**src/rtl/conv_pkg.sv**
```systemverilog
// conv_pkg: shared states and defaults for the conv2d MAC sequencer
package conv_pkg;
  typedef enum logic [2:0] {CLEAR, BIAS, ACCUM, WAIT, CAPT, OUT} state_t;
  localparam int TAPS_DEF = 9;
  localparam int DW_DEF = 8;
  localparam int ACCW_DEF = 22;
  localparam int SAT_HI = 20;
  localparam int SAT_LO = 15;
endpackage

```
**src/rtl/conv_mac_seq.sv**
```systemverilog
// conv_mac_seq: feeds one conv window per transaction into the signed MAC and returns its result
// Define CONV_SEQ_BIAS_EN to add a leading bias beat (only_add) to each window.
module conv_mac_seq
  import conv_pkg::*;
#(
  parameter int TAPS = TAPS_DEF,
  parameter int DW = DW_DEF,
  parameter int ACCW = ACCW_DEF
) (
  input  logic            clk,
  input  logic            rstn,
  input  logic            in_valid,
  output logic            in_ready,
  input  logic [DW-1:0]   in_pixel,
  input  logic [DW-1:0]   in_weight,
  output logic            mac_clr_n,
  output logic            mac_enable,
  output logic            mac_only_add,
  output logic [DW-1:0]   mac_din_a,
  output logic [DW-1:0]   mac_din_b,
  input  logic [DW-1:0]   mac_dout,
  input  logic [ACCW-1:0] mac_acc,
  output logic            out_valid,
  input  logic            out_ready,
  output logic [DW-1:0]   out_data,
  output logic            out_sat
);
`ifdef CONV_SEQ_BIAS_EN
  localparam state_t FIRST = BIAS;
`else
  localparam state_t FIRST = ACCUM;
`endif
  state_t state, state_nxt;
  logic [7:0] tap_cnt;
  logic hs, last, unused;
  assign in_ready = state == BIAS || state == ACCUM;
  assign hs = in_valid && in_ready;
  assign last = tap_cnt == 8'(TAPS - 1);
  assign mac_clr_n = state != CLEAR;
  assign unused = ^mac_acc[SAT_LO-1:0];
  always_comb begin
    state_nxt = state;
    case (state)
      CLEAR: state_nxt = FIRST;
      BIAS:  state_nxt = hs ? ACCUM : BIAS;
      ACCUM: state_nxt = hs && last ? WAIT : ACCUM;
      WAIT:  state_nxt = CAPT;
      CAPT:  state_nxt = OUT;
      OUT:   state_nxt = out_ready ? CLEAR : OUT;
      default: state_nxt = CLEAR;
    endcase
  end
  always_ff @(posedge clk) begin
    if (!rstn) begin
      state <= CLEAR;
      tap_cnt <= '0;
      out_valid <= 1'b0;
      out_data <= '0;
      out_sat <= 1'b0;
      mac_enable <= 1'b0;
      mac_only_add <= 1'b0;
      mac_din_a <= '0;
      mac_din_b <= '0;
    end else begin
      state <= state_nxt;
      mac_enable <= hs;
      if (hs) begin
        mac_din_a <= in_pixel;
        mac_din_b <= state == ACCUM ? in_weight : mac_din_b;
`ifdef CONV_SEQ_BIAS_EN
        mac_only_add <= state == BIAS;
`endif
      end
      if (hs && state == ACCUM) tap_cnt <= last ? '0 : tap_cnt + 8'd1;
      // positive accumulators with bits above the 8-bit output field are flagged
      if (state == CAPT) begin
        out_data <= mac_dout;
        out_valid <= 1'b1;
        out_sat <= !mac_acc[ACCW-1] && |mac_acc[SAT_HI:SAT_LO];
      end else if (state == OUT && out_ready) begin
        out_valid <= 1'b0;
      end
    end
  end
endmodule

```
**config.mk**
```make
export PLATFORM = sky130hd
export DESIGN_NAME = conv_mac_seq
export DESIGN_NICKNAME = d
export VERILOG_FILES = /design/src/rtl/conv_pkg.sv /design/src/rtl/conv_mac_seq.sv
export SDC_FILE = /design/constraint.sdc
export NUM_CORES = 1
export LEC_CHECK = 0
export CORE_MARGIN = 5
export CORE_UTILIZATION = 43
export DETAILED_ROUTE_END_ITERATION = 7
export GPL_TIMING_DRIVEN = 0
export PLACE_DENSITY = 0.91
export SLEW_MARGIN = 20
export SYNTH_ARGS = -nofsm -noshare
export SYNTH_HDL_FRONTEND = slang
export SYNTH_SLANG_ARGS = --single-unit
```
**constraint.sdc**
```tcl
create_clock -name clk -period 4.4 [get_ports clk]
set_clock_uncertainty 0.2 [all_clocks]
set_input_delay 1.32 -clock clk [delete_from_list [all_inputs] [get_ports clk]]
set_output_delay 1.32 -clock clk [all_outputs]
set_load 0.03 [all_outputs]
```
==> impl_metrics.ini <==
[critical_path]
cp.arrival_ns = 1.81
crit_start = state[2]$_SDFF_PN0_
cp_slowest_cell = clkdlybuf4s50_1
rr_endpoint = tap_cnt[6]$_SDFFE_PN0P_
r2r_slack_ns = 2.53
path_cells = clkbuf_1, or3_1, clkdlybuf4s50_1
startpoint_type = flop
crit_fanout = 10
cp.required_ns = 2.88
rr_startpoint = tap_cnt[0]$_SDFFE_PN0P_
cp_slowest_stage_delay_ns = 0.60
r2r_cells = 5
critPathCaptureType = primary output
path_class = reg2out

[clock_network]
cts_tree = built
htree_num_levels = 2
postCtsHoldBufs = 0
post_cts_buffers = 0
clk_pin_slew_worst_paths_ns = 0.08
insertion_delay_ns = 0.29
numCtsBuffers = 5
clock-sinks = 38
cts_buffer_depth = 2
cts-resized-gates = 0
root_buffer = clkbuf_8

[yosys]
synth_ff_type = dfxtp_1
synth_edf_count = 0
ys_ff_latch = 38
synth.net_count = 234
ys_async_sr_fraction_pct = 0
ys_seq_area_share_pct = 46.9
synth_area_um2 = 1620
ys_types = 33
yosysWarningCount = 0
syn_avg_cell_area_um2 = 8.92
synth_cells = 182

[layout]
diodes = 0
nFillCells = 307
finalNetCount = 304
area_delta_synth_final_pct = 48.4
final_area_um2 = 2410
drive_above_1_share_pct = 7.51

[timing]
max_freq_mhz = 301
fin_crit_sh_pct = 75.6
setup_viol = 0
tns_ns = 0
report.final.slew_viol_count = 0
rsz0062_at_grt = no
layout_setup_ws_ns = 1.07
min_period_ns = 3.33
report.final.hold_viol_count = 0
holdWs_ns = 0.255

[route]
dr.pass1.iters = 4
antenna_left = 0
vias = 1493
drt-vias-per-instance = 4.96
wirelength_um = 3800
drt_iter0_markers = 36
routedWlPerCell_um = 12.6
drc = 0

[global_route]
overflow = 0
grt_pass1_vias = 1455
antenna_found_initial = 0
grtUsageTotal_pct = 15.1
grt_max_degree = 13
grt_pass1_wl_um = 6180

[placement]
dpl_worst_slack_ns = 1.25
hpwlAfterDp_um = 2850
place.gp.congestion = 0.823
io_buffers = 63
placed_area_um2 = 2310

[pwr]
irDropWorstVdd_mv = 0.245
p_leak_nw = 0.848
power_mw = 0.706
powerDensity_nw_per_um2 = 293

[min_path]
whs_path_depth = 2
hold_start = mac_din_b[1]$_SDFFE_PN0P_
hp-class = reg2reg
whs_endpoint = mac_din_b[1]$_SDFFE_PN0P_

[floorplanning]
die_h_um = 71.4
die_area_um2 = 5100
die_w_um = 71.4
design.core.area_um2 = 3660
ios = 80
start_util_pct = 44.3
rows = 22

[run_status]
status = finished, final reports clean

[job]
drv_cap = 0
## cell usage after synthesis (2+ instances only)
library cell	count	area [um^2]
o31ai_1	3	22.5
buf_4	2	15.0
inv_1	5	18.8
or3_1	4	25.0
nor3b_1	2	15.0
dfxtp_1	38	761
or3b_2	2	17.5
a21oi_1	21	105
buf_2	3	15.0
ha_1	2	25.0
mux2i_1	16	160
nor2_1	10	37.5
or4_1	4	30.0
o21ai_0	3	15.0
nand3_1	4	20.0
nand2b_1	2	12.5
nand3b_1	2	15.0
clkbuf_1	7	26.3
nand2_1	38	143
## cell families (layout without fill, tap and decap cells)
group	Yosys count	after routing	share of synthesized area (%)
AO/OA/AOI/OAI	32	32	12.2
XOR/XNOR	1	1	0.540
adder cells (fa/ha/maj)	2	2	1.54
buffers and inverters	18	89	5.32
flip-flops	38	38	46.9
multiplexers	16	16	9.87
other	1	1	0.231
AND/OR/NAND/NOR	74	74	23.4
## critical path, delay by kind of cell (launching register included)
kind,cells,cell delay [ns]
flip-flops,1,0.32
buffers and inverters,2,0.80
AND/OR/NAND/NOR,1,0.40
## state kept, by name (all words and copies together), names as in the netlist
signal	count
mac_din_a	8
mac_din_b	8
mac_enable	1
out_data	8
out_sat	1
out_valid	1
state	3
tap_cnt	8
## where the power goes
part | internal [mW] | switching (mW)
sequential | 0.353 | 0.00498
combinational | 0.0542 | 0.0500
clock | 0.126 | 0.118
total | 0.533 | 0.173
## how the worst max path moves through the flow
stage	to	slack, ns	cells past startpoint
detailed placement	mac_din_b[0]$_SDFFE_PN0P_	1.25	5
CTS	mac_clr_n	1.05	3
floorplan	in_ready	1.89	3
global placement	tap_cnt[0]$_SDFFE_PN0P_	1.26	5
finish	mac_clr_n	1.07	3
global route	mac_clr_n	1.01	3
## per-layer routing
metal / track usage, % / vias up / wire length (um)
li1: - / 759 / -
met4: 5.01 / 0 / 54
met3: 7.57 / 7 / 402
met1: 16.2 / 672 / 1560
met2: 25.6 / 55 / 1780
met5: 0 / - / 0
## layout make-up
class                   instances  area (um^2)  area share [%]
inverters                       5         18.8           0.779
repair buffers                 63          631            26.2
well taps                      48         60.1            2.49
clock inverters                 2         12.5           0.519
plain buffers                  13         67.6            2.81
multi-input cells             126          776            32.2
clock buffers                   6         82.6            3.43
flip-flops and latches         38          761            31.6
## cell usage in the layout (no fill, tap or decap), types with 2 or more instances in the layout
master           Yosys  final
buf_4                2      2
mux2i_1             16     16
o21ai_0              3      3
clkbuf_8             0      6
ha_1                 2      2
or3_1                4      4
nand3b_1             2      2
nor2_1              10     10
nand3_1              4      4
nand2_1             38     38
nand2b_1             2      2
or4_1                4      4
a21oi_1             21     21
or3b_2               2      2
dfxtp_1             38     38
clkbuf_1             7      7
inv_1                5      5
clkdlybuf4s50_1      0     63
buf_2                3      3
o31ai_1              3      3
nor3b_1              2      2
## per-stage QoR
| step | cells | utilization, % |
|---|---|---|
| 2_1_floorplan | 182 | - |
| 3_3_place_gp | 293 | 63.2 |
| 3_5_place_dp | 293 | 63.2 |
| 4_1_cts | 301 | 65.8 |
| 5_1_grt | 301 | 65.8 |
| 6_report | 301 | 65.8 |
(Power assumes the default switching activity.)
==> edit 1: new RTL, same settings <==
Build with the macro `CONV_SEQ_BIAS_EN` defined.
--- a/src/rtl/conv_mac_seq.sv
+++ b/src/rtl/conv_mac_seq.sv
@@ -1,5 +1,7 @@
 // conv_mac_seq: feeds one conv window per transaction into the signed MAC and returns its result
 // Define CONV_SEQ_BIAS_EN to add a leading bias beat (only_add) to each window.
+`define CONV_SEQ_BIAS_EN
+
 module conv_mac_seq
   import conv_pkg::*;
 #(
Formal check against the unedited RTL: not equivalent (a bounded check fails within 4 cycles, from zero or initial values and one cycle with rstn low).
==> edit 1 against the unedited design <==
Synthesized cell count unchanged; first-iteration DRC count increased by 110%; critical path depth up 1; worst hold slack better by 0.0016 ns; worst setup slack lost 0.011 ns; wire length grew 7.4%; clock power is 25% higher; combinational power grew 33%; power up 15%; synthesized area fell by 0.85%; design area is 0.78% higher; critical path type unchanged; sequential cell count rose by 1; critical endpoint is now in_ready.
==> edit 1: results (changes against the unedited design) <==
[outcome]
outcome = finished clean

[placed_design]
port_buffers = 64  ; +1.6%
dpl.hpwl_mm = 3.12  ; +9.3%
gp_congestion = 0.812  ; -1.4%
pre_cts_ws_ns = 1.21  ; -0.0461 ns
place_inst = 294  ; +0.34%

[min_path]
min_path_type = flip-flop to flip-flop
min_to = mac_din_b[4]$_SDFFE_PN0P_
worstHoldPathCells = 2  ; unchanged
min_from = mac_din_b[4]$_SDFFE_PN0P_

[worst_setup_path]
path_max_fanout = 10  ; unchanged
arrival_ns = 1.82
r2r_slack_ns = 2.62  ; +0.09 ns
worst-r2r-cell-count = 5  ; unchanged
r2r-start = state[2]$_SDFF_PN0_
r2r-end = tap_cnt[5]$_SDFFE_PN0P_

[global_routing]
grt_pass1_vias = 1469  ; +0.96%
use_met2_pct = 26.7  ; +1.1 points
use_met3_pct = 7.10  ; -0.47 points
gr-usage-all-layers_pct = 16.4  ; +1.3 points
grt_max_degree = 13  ; unchanged
grt_pass1_wl_mm = 6.57  ; +6.2%
grtUsageMet1_pct = 19.1  ; +2.9 points

[synth]
yosysWarnings = 0  ; unchanged
ys.flop_type = dfxtp_1
synth_commonest_cells = dfxtp_1 (39), nand2_1 (28), nor2_1 (24)
synth_seq_area_share_pct = 48.5  ; +1.6 points
synth_fp_nets = 234  ; unchanged
avgSynthCellArea_um2 = 8.84  ; -0.85%
synth.area.top_cells = dfxtp_1 (49%), mux2i_1 (11%), a21oi_1 (6.5%)
yosysUniqueCellTypes = 35  ; +6.1%
synthArstFlopShare_pct = 0  ; unchanged

[routing]
dr.pass1.iters = 4  ; unchanged
route.layer.met1.wl_mm = 1.70  ; +9.2%
route.met2.wl_mm = 2.02  ; +14%
wl_met3_um = 300  ; -25%
finalWirelength_mm = 4.08  ; +7.4%
drtIter0Drc = 77  ; +110%
num_vias = 1527  ; +2.3%
top_layer_used = met4

[final_layout]
num_antenna_cells = 0  ; unchanged
fin_nets = 305  ; +0.33%
drive_gt1_share_pct = 6.30  ; -1.2 points
stdcell_count = 302  ; +0.33%

[clock_tree]
clk_pin_slew_ns = 0.08  ; about the same
insertion_delay_ns = 0.29  ; about the same
htreeDepth = 2  ; unchanged
cts_inserted_buffers = 5  ; unchanged
post_cts_buffers = 0  ; unchanged
clock_path_buffers = 2  ; unchanged
cts_root_buf = clkbuf_8

[pwr]
p_leak_nw = 0.869  ; +2.5%
irDropWorstVdd_v = 0.000236  ; -3.8%
p_seq_mw = 0.371  ; +4%
swShare_pct = 24.2  ; -0.39 points
pwr-share-comb_pct = 16.9  ; +2.1 points

[timing]
maxSlewHeadroom_pct = 67.8

edit 1: cell type report:
cell class	count	area, µm²
multi-input combinational	130	768
buffer	9	45.0
clock inverter	2	35.0
inverter	4	15.0
fill	327	1210
tap	48	60.1
sequential	39	781
clock buffer	6	82.6
timing repair buffer	64	641
edit 1: how the worst max path moves through the flow:
| stage | from | endpoint | slack, ns |
|---|---|---|---|
| final | state[1]$_SDFF_PN0_ | in_ready | 1.06 |
| after global routing | state[1]$_SDFF_PN0_ | in_ready | 0.96 |
| after CTS | state[1]$_SDFF_PN0_ | in_ready | 1.06 |
| after detailed placement | in_valid | tap_cnt[5]$_SDFFE_PN0P_ | 1.21 |
| after global placement | in_valid | tap_cnt[5]$_SDFFE_PN0P_ | 1.23 |
| after floorplan | state[1]$_SDFF_PN0_ | in_ready | 1.82 |
edit 1: through the flow:
stage          cell area [µm²]  hold WS, ns  total power, mW
6_report                  2430        0.257            0.815
5_1_grt                   2430        0.279            0.852
4_1_cts                   2430        0.257            0.822
3_5_place_dp              2310        0.247            0.518
3_3_place_gp              2310        0.242            0.515
2_1_floorplan             1610        0.257            0.451
edit 1: cells by family (layout without fill, tap and decap cells):
| family | Yosys count | count (layout) | synth area share [%] |
|---|---|---|---|
| and+or+nand+nor | 78 | 78 | 23.6 |
| adders and majority gates | 2 | 2 | 1.55 |
| DFF | 39 | 39 | 48.5 |
| muxes | 18 | 18 | 11.3 |
| AOI/OAI and AO/OA | 31 | 31 | 10.7 |
| buffers and inverters | 13 | 85 | 3.73 |
| xor gates and xnor gates | 1 | 1 | 0.544 |
edit 1: critical path, cell delays in order, from the launching register on:
cell and delay (ns):
dfxtp_1 0.31, buf_2 0.17, xnor2_1 0.37, nor2_1 0.08
clkdlybuf4s50_1 0.60
==> edit 2: new RTL, same settings <==
Made on the original files. Compare `tap_cnt` against `8'(TAPS - 1)` with >= in place of ==.
--- a/src/rtl/conv_mac_seq.sv
+++ b/src/rtl/conv_mac_seq.sv
@@ -35,7 +35,7 @@
   logic hs, last, unused;
   assign in_ready = state == BIAS || state == ACCUM;
   assign hs = in_valid && in_ready;
-  assign last = tap_cnt == 8'(TAPS - 1);
+  assign last = tap_cnt >= 8'(TAPS - 1);
   assign mac_clr_n = state != CLEAR;
   assign unused = ^mac_acc[SAT_LO-1:0];
   always_comb begin
Behaviour: same outputs for any inputs over 10 cycles, from zero or initial values and one cycle with rstn low; that may be too few to reach the edited logic, so the function may still have changed.
==> edit 2 against the unedited design <==
Sequential cell count is the same; design area shrank 5.6%; count of clock-buffer cells in the layout shrank 1; die area shrank 4.4%; register-to-register slack gained 0.26 ns; combinational power shrank 4%; worst setup slack lost 0.047 ns; power shrank 12%; synthesized area shrank 5.2%; non-clock buffer count shrank 2; sequential power is essentially flat; wire length shrank 6.3%; sequential share of layout area grew 1.9 points.
==> edit 2: results (changes against the unedited design) <==
[pwr]
p_switching_mw = 0.160  ; -7.7%
irDropWorstVdd_v = 0.000179  ; -27%
seq_power_share_pct = 57.4  ; +6.7 points
total_power_mw = 0.623  ; -12%
clock_power_mw = 0.165  ; -32%

[placed_design]
pre_cts_ws_ns = 1.35  ; +0.102 ns
port_buffers = 63  ; unchanged
gp_congestion = 0.789  ; -4.2%
dpl.hpwl_mm = 2.74  ; -4.0%
place_inst = 279  ; -4.8%
place_area_um2 = 2230  ; -3.7%

[timing]
fin_ws_ns = 1.03  ; -0.0475 ns
whs_ns = 0.259  ; +0.00328 ns

[outcome]
outcome = finished clean

[synth]
avgSynthCellArea_um2 = 9.05  ; +1.5%
synth.area.top_cells = dfxtp_1 (49%), mux2i_1 (10%), nand2_1 (9.0%)
synth_fp_nets = 222  ; -5.1%
synth_seq_area_share_pct = 49.4  ; +2.6 points
yosysUniqueCellTypes = 34  ; +3.0%

[final_layout]
design_area_um2 = 2270  ; -5.6%
clock_area_share_pct = 2.09  ; -1.9 points
stdcell_count = 286  ; -5.0%
drive_gt1_share_pct = 7.50  ; -0.0099 points
nFillCells = 286  ; -6.8%
inverters = 5  ; unchanged
multi_input_area_share_pct = 30.6  ; -1.6 points
nNonClkBuffers = 74  ; -2.6%

[routing]
drtIter0Drc = 66  ; +83%
finalWirelength_mm = 3.56  ; -6.3%
route.layer.met1.wl_mm = 1.48  ; -4.9%
dr.pass1.iters = 4  ; unchanged
via_per_inst = 4.88  ; -1.6%
wl_met3_um = 214  ; -47%
route.met2.wl_mm = 1.78  ; +0.11%

[global_routing]
use_met3_pct = 5.80  ; -1.8 points
grtUsageMet1_pct = 17.2  ; +0.97 points
grt_max_degree = 12  ; -1
grt_pass1_wl_mm = 6.07  ; -1.8%
use_met2_pct = 26.3  ; +0.73 points
grt_pass1_vias = 1393  ; -4.3%

[clock_tree]
insertion_delay_ns = 0.34  ; +0.05 ns
clk_pin_slew_ns = 0.11  ; +0.03 ns
cts_root_buf = clkbuf_4

[worst_setup_path]
arrival_ns = 1.85  ; +0.04 ns
cpPeakStageDelay_ns = 0.60  ; about the same
r2r_slack_ns = 2.79  ; +0.26 ns

edit 2: cell count changes in the layout (fill, tap and decap cells not counted), sizes merged, moves of 2 or more:
cell,delta
and3,+3
nand3,-4
o21ai,-2
or3,-3
nor3,+3
clkinv,+2
o31ai,-4
nand4,+3
clkbuf,-4
a41oi,+2
a21oi,-4
or4,-3
edit 2: final timing paths:
check,to,from,cells past startpoint
setup reg to reg,mac_din_a[0]$_SDFFE_PN0N_,state[1]$_SDFF_PN0_,4
hold / removal,mac_din_b[1]$_SDFFE_PN0P_,mac_din_b[1]$_SDFFE_PN0P_,2
setup / recovery,mac_clr_n,state[2]$_SDFF_PN0_,3
hold reg to reg,mac_din_b[1]$_SDFFE_PN0P_,mac_din_b[1]$_SDFFE_PN0P_,2
edit 2: cells by family after synthesis:
family          Yosys count  synth area share (%)
other cells               1                 0.244
compound gates           24                  9.11
buf+inv                  16                  5.28
simple gates             72                  23.3
fa+ha+maj                 2                  1.63
xor+xnor                  1                 0.569
mux                      16                  10.4
flops                    38                  49.4
